[config.mk]
export PLATFORM = sky130hd
export DESIGN_NAME = muldiv_sched
export DESIGN_NICKNAME = d
export VERILOG_FILES = /design/src/rtl/muldiv_sched.sv
export SDC_FILE = /design/constraint.sdc
export NUM_CORES = 1
export LEC_CHECK = 0
export ABC_CLOCK_PERIOD_IN_PS = 2300
export CAP_MARGIN = 20
export CELL_PAD_IN_SITES_DETAIL_PLACEMENT = 0
export CELL_PAD_IN_SITES_GLOBAL_PLACEMENT = 1
export CORE_ASPECT_RATIO = 1.4
export CORE_MARGIN = 5
export CORE_UTILIZATION = 38
export CTS_BUF_LIST = sky130_fd_sc_hd__clkbuf_8
export CTS_CLUSTER_SIZE = 28
export DETAILED_ROUTE_END_ITERATION = 6
export PLACE_DENSITY = 0.84
export SYNTH_ARGS = -nofsm -noshare
export SYNTH_HDL_FRONTEND = slang
export SYNTH_SLANG_ARGS = --single-unit
[constraint.sdc]
create_clock -name clk -period 2.3 [get_ports clk]
set_input_delay 0.345 -clock clk [delete_from_list [all_inputs] [get_ports clk]]
set_output_delay 0.345 -clock clk [all_outputs]
set_load 0.05 [all_outputs]
[src/rtl/muldiv_sched.sv]
// muldiv_sched: issue and hazard controller for the shared multiply/divide unit.
// Decides when a mult/div/HI-LO instruction in E may use the unit, pulses the
// unit's start, masks the op code to the harmless mflo (111) whenever the E
// instruction is not actually going, stalls while an operation is in flight,
// and counts stall cycles for performance debug.
module muldiv_sched #(
    parameter int unsigned MULT_LAT = 5,  // 1..15, >= unit mult busy time
    parameter int unsigned DIV_LAT  = 10  // 1..15, >= unit div busy time
) (
    input  logic        clk,
    input  logic        reset,
    input  logic        e_valid,
    input  logic [2:0]  e_op,
    input  logic        e_flush,
    input  logic        md_busy,
    output logic        md_start,
    output logic [2:0]  md_op,
    output logic        md_stall,
    output logic        md_inflight,
    output logic [31:0] stall_cnt
);

    typedef enum logic {
        IDLE = 1'b0,
        RUN  = 1'b1
    } state_t;

    localparam logic [3:0] MULT_CNT = 4'(MULT_LAT);
    localparam logic [3:0] DIV_CNT  = 4'(DIV_LAT);
    localparam logic [2:0] OP_MFLO  = 3'b111;

    state_t     state;
    logic [3:0] cnt;

    logic start_op;
    logic hazard;
    logic go;

    // Issue decision and unit-facing outputs, purely from state and E inputs.
    always_comb begin
        start_op = ~e_op[2];
        hazard   = (state == RUN) | md_busy;
        go       = e_valid & ~e_flush & ~hazard;
        md_stall = e_valid & ~e_flush & hazard;
        md_start = go & start_op;
        // mflo has no side effects, so it is the safe code on any non-go cycle.
        md_op    = go ? e_op : OP_MFLO;
    end

    // Issue FSM with occupancy down-counter, in-flight flag and stall counter.
    // NOTE: sequential state uses non-blocking assignments so every register
    // samples the pre-edge values, independent of statement order.
    always_ff @(posedge clk) begin
        if (reset) begin
            state       <= IDLE;
            cnt         <= 4'd0;
            md_inflight <= 1'b0;
            stall_cnt   <= 32'd0;
        end else begin
            case (state)
                IDLE: begin
                    if (md_start) begin
                        state       <= RUN;
                        cnt         <= e_op[1] ? DIV_CNT : MULT_CNT;
                        md_inflight <= 1'b1;
                    end
                end
                RUN: begin
                    if (cnt == 4'd1) begin
                        state       <= IDLE;
                        cnt         <= 4'd0;
                        md_inflight <= 1'b0;
                    end else begin
                        cnt <= cnt - 4'd1;
                    end
                end
                default: begin
                    state       <= IDLE;
                    cnt         <= 4'd0;
                    md_inflight <= 1'b0;
                end
            endcase
            // Free-running wrap from all-ones back to zero is intended.
            if (md_stall) begin
                stall_cnt <= stall_cnt + 32'd1;
            end
        end
    end

endmodule

==> out/results.ini <==
[clocking]
insertion_delay_ns = 0.28
h-tree-depth = 2
cts_buffers = 5
cts_setup_buffers = 0
clockBufferDepth = 2
cts.clk_slew.worst_paths_ns = 0.07
cts_tree = yes
ctsRootBufferMaster = clkbuf_8
clock_sinks = 38

[global_route]
grt_pass1_wl_mm = 7.78
grtUsageMet1 = 0.161
met3_usage = 0.0396
grt_max_degree = 31
globalRouteOverflowTotal = 0
grt_usage = 0.144
antenna_found_initial = 0
grt_pass1_vias = 1736
met2_usage = 0.263
grt_busiest_layer = met2

[placement]
gp_congestion = 0.827
placed_area_mm2 = 0.00252
dp_slack_ns = 0.0610
port_buffers = 45
hpwl_mm = 3.43

[floorplan]
start_util = 0.395
ioPinCount = 46
die_area_mm2 = 0.00661
die_x_um = 70.2
fp.coreArea_mm2 = 0.00488
die_y_um = 94.2
rows = 30

[cells_and_area]
drive_gt1_frac = 0.117
area_growth_syn_to_layout_pct = 35.4
antenna_cells = 0
fin_nets = 293
final_cell_area_mm2 = 0.00261

[timing]
min_period_over_period = 0.938
setup_viol = 0
slew_headroom = 0.657
holdWs_ns = 0.507
skew_ns = 0.00327
final-hold-violation-count = 0
slew_violations = 0
setup-tns-final_ns = 0
layout_setup_ws_ns = 0.142
fmax_ghz = 0.463
min_period_ns = 2.16
rsz0062_at_grt = false
worst_slew_pin_slew_ns = 0.514

[power]
power.leakage_nw = 0.872
ir_worst_vdd_mv = 0.353
power_mw = 1.19
power_density_mw_per_mm2 = 457

[synth]
synthXorXnorAreaFrac = 0.0227
syn_area_per_cell_um2 = 8.37
synth_cell_type_count = 35
synthAdderAreaFrac = 0.0195
synth_area_mm2 = 0.00193
async_flop_share = 0
yosys.area.top_type_share = 0.395
synth_top_family_by_area = simple AND/OR/NAND/NOR gates
netlist_instances = 230
synthFlopType = dfxtp_1
synthMuxAreaShare = 0.0520
synth_commonest_cells = dfxtp_1, a21oi_1, nor2_1
yosysWarnings = 0
seq_area_frac_synth = 0.395
synth_most_common_cell = dfxtp_1
synth-simple-area-share = 0.317
synth_area_leaders = dfxtp_1, a21oi_1, mux2_2, or4_1, nor2_1
synth_compound_area_frac = 0.152
syn_nets = 241
synth_edf_count = 0
yosys.area.top_type = dfxtp_1
ys_seq_elements = 38

[routing]
wl_mm = 4.68
drc = 0
via_count = 1850
postRouteAntennaNets = 0
drt_iter0_drc = 56
wire_per_inst_um = 13.5
vias_per_cell = 5.35
detailedRoute.firstPassIterationCount = 4

[worst_setup_path]
cp.arrival_ns = 2.33
endpoint_kind = register
crit_type = reg -> reg
worst-r2r-setup-slack_ns = 0.14
cp_max_fo = 10
required_ns = 2.48
start_kind = register

[flow_run]
cap_viol_max_count = 0

[outcome]
outcome = finished clean

[hold_path]
hold_path_class = reg -> reg

==> worst max-delay path, stage by stage, from the launching register on <==
cell	delay (ns)
dfxtp_1	0.42
nand4_1	0.15
or4_1	0.73
nor4_1	0.37
mux2_2	0.37
==> routing by layer <==
layer  vias up  wire (um)
met1       855       2100
met3         8        181
met4         0         51
met5         -          0
met2        29       2340
li1        958          -
==> through the flow <==
| stage | util | instances |
|---|---|---|
| 2_1_floorplan | - | 230 |
| 3_3_place_gp | 0.517 | 339 |
| 3_5_place_dp | 0.517 | 339 |
| 4_1_cts | 0.533 | 346 |
| 5_1_grt | 0.534 | 346 |
| 6_report | 0.534 | 346 |
==> layout make-up <==
type,instances,area (um2)
clock buffer,5,68.8
clock inverter,2,7.51
fill,484,2270
inverter,9,33.8
multi-input combinational,171,1090
sequential,38,761
tap,64,80.1
timing repair buffer,57,566
==> registers in the layout, indices dropped and copies added (netlist names) <==
name and flops:
stall_cnt 32, state 1, cnt 4, md_inflight 1
==> placed cells by master (no fill, tap or decap), types with 2 or more instances in the layout <==
master           netlist  final
a211oi_1               5      5
a21oi_1               21     21
and2_1                 4      4
and3_1                 2      2
and4_1                 5      5
buf_12                 0      3
buf_4                  0     14
clkbuf_8               0      5
clkdlybuf4s50_1        0     40
dfxtp_1               38     38
ha_1                   3      3
inv_1                  9     11
mux2_2                 7      7
nand2_1               11     11
nand2b_1               4      4
nand3_1               10     10
nand4_1                9      9
nor2_1                18     18
nor2b_1                9      9
nor3b_1                2      2
nor4_1                 8      7
o21ai_0                9      9
o31ai_1                9      9
or3_1                 10     10
or4_1                 10     10
xnor2_1                2      2
xor2_1                 3      3
==> final timing paths <==
path | startpoint | endpoint | depth (start not counted)
max | stall_cnt[7]$_SDFFE_PP0P_ | stall_cnt[31]$_SDFFE_PP0P_ | 4
min | md_inflight$_SDFFE_PP0P_ | md_inflight$_SDFFE_PP0P_ | 2
max reg2reg | stall_cnt[7]$_SDFFE_PP0P_ | stall_cnt[31]$_SDFFE_PP0P_ | 4
min reg2reg | md_inflight$_SDFFE_PP0P_ | md_inflight$_SDFFE_PP0P_ | 2
==> timing repair <==
item | in CTS | in global routing
setup endpoints to repair | 0 | 1
hold endpoints to repair | 0 | 0
hold buffers | 0 | 0
gates resized for setup | 0 | 1
==> report_power, final <==
part	total [mW]	switching, mW	internal, mW	leakage (nW)
clock	0.412	0.213	0.200	0.0466
combinational	0.106	0.0579	0.0477	0.519
sequential	0.673	0.00826	0.665	0.307
total	1.19	0.279	0.912	0.872
==> kinds of logic after synthesis <==
family	Yosys count
xor gates and xnor gates	5
DFF	38
buffers and inverters	21
and+or+nand+nor	106
AOI/OAI and AO/OA	48
muxes	9
adders and majority gates	3
(Power assumes the default switching activity.)
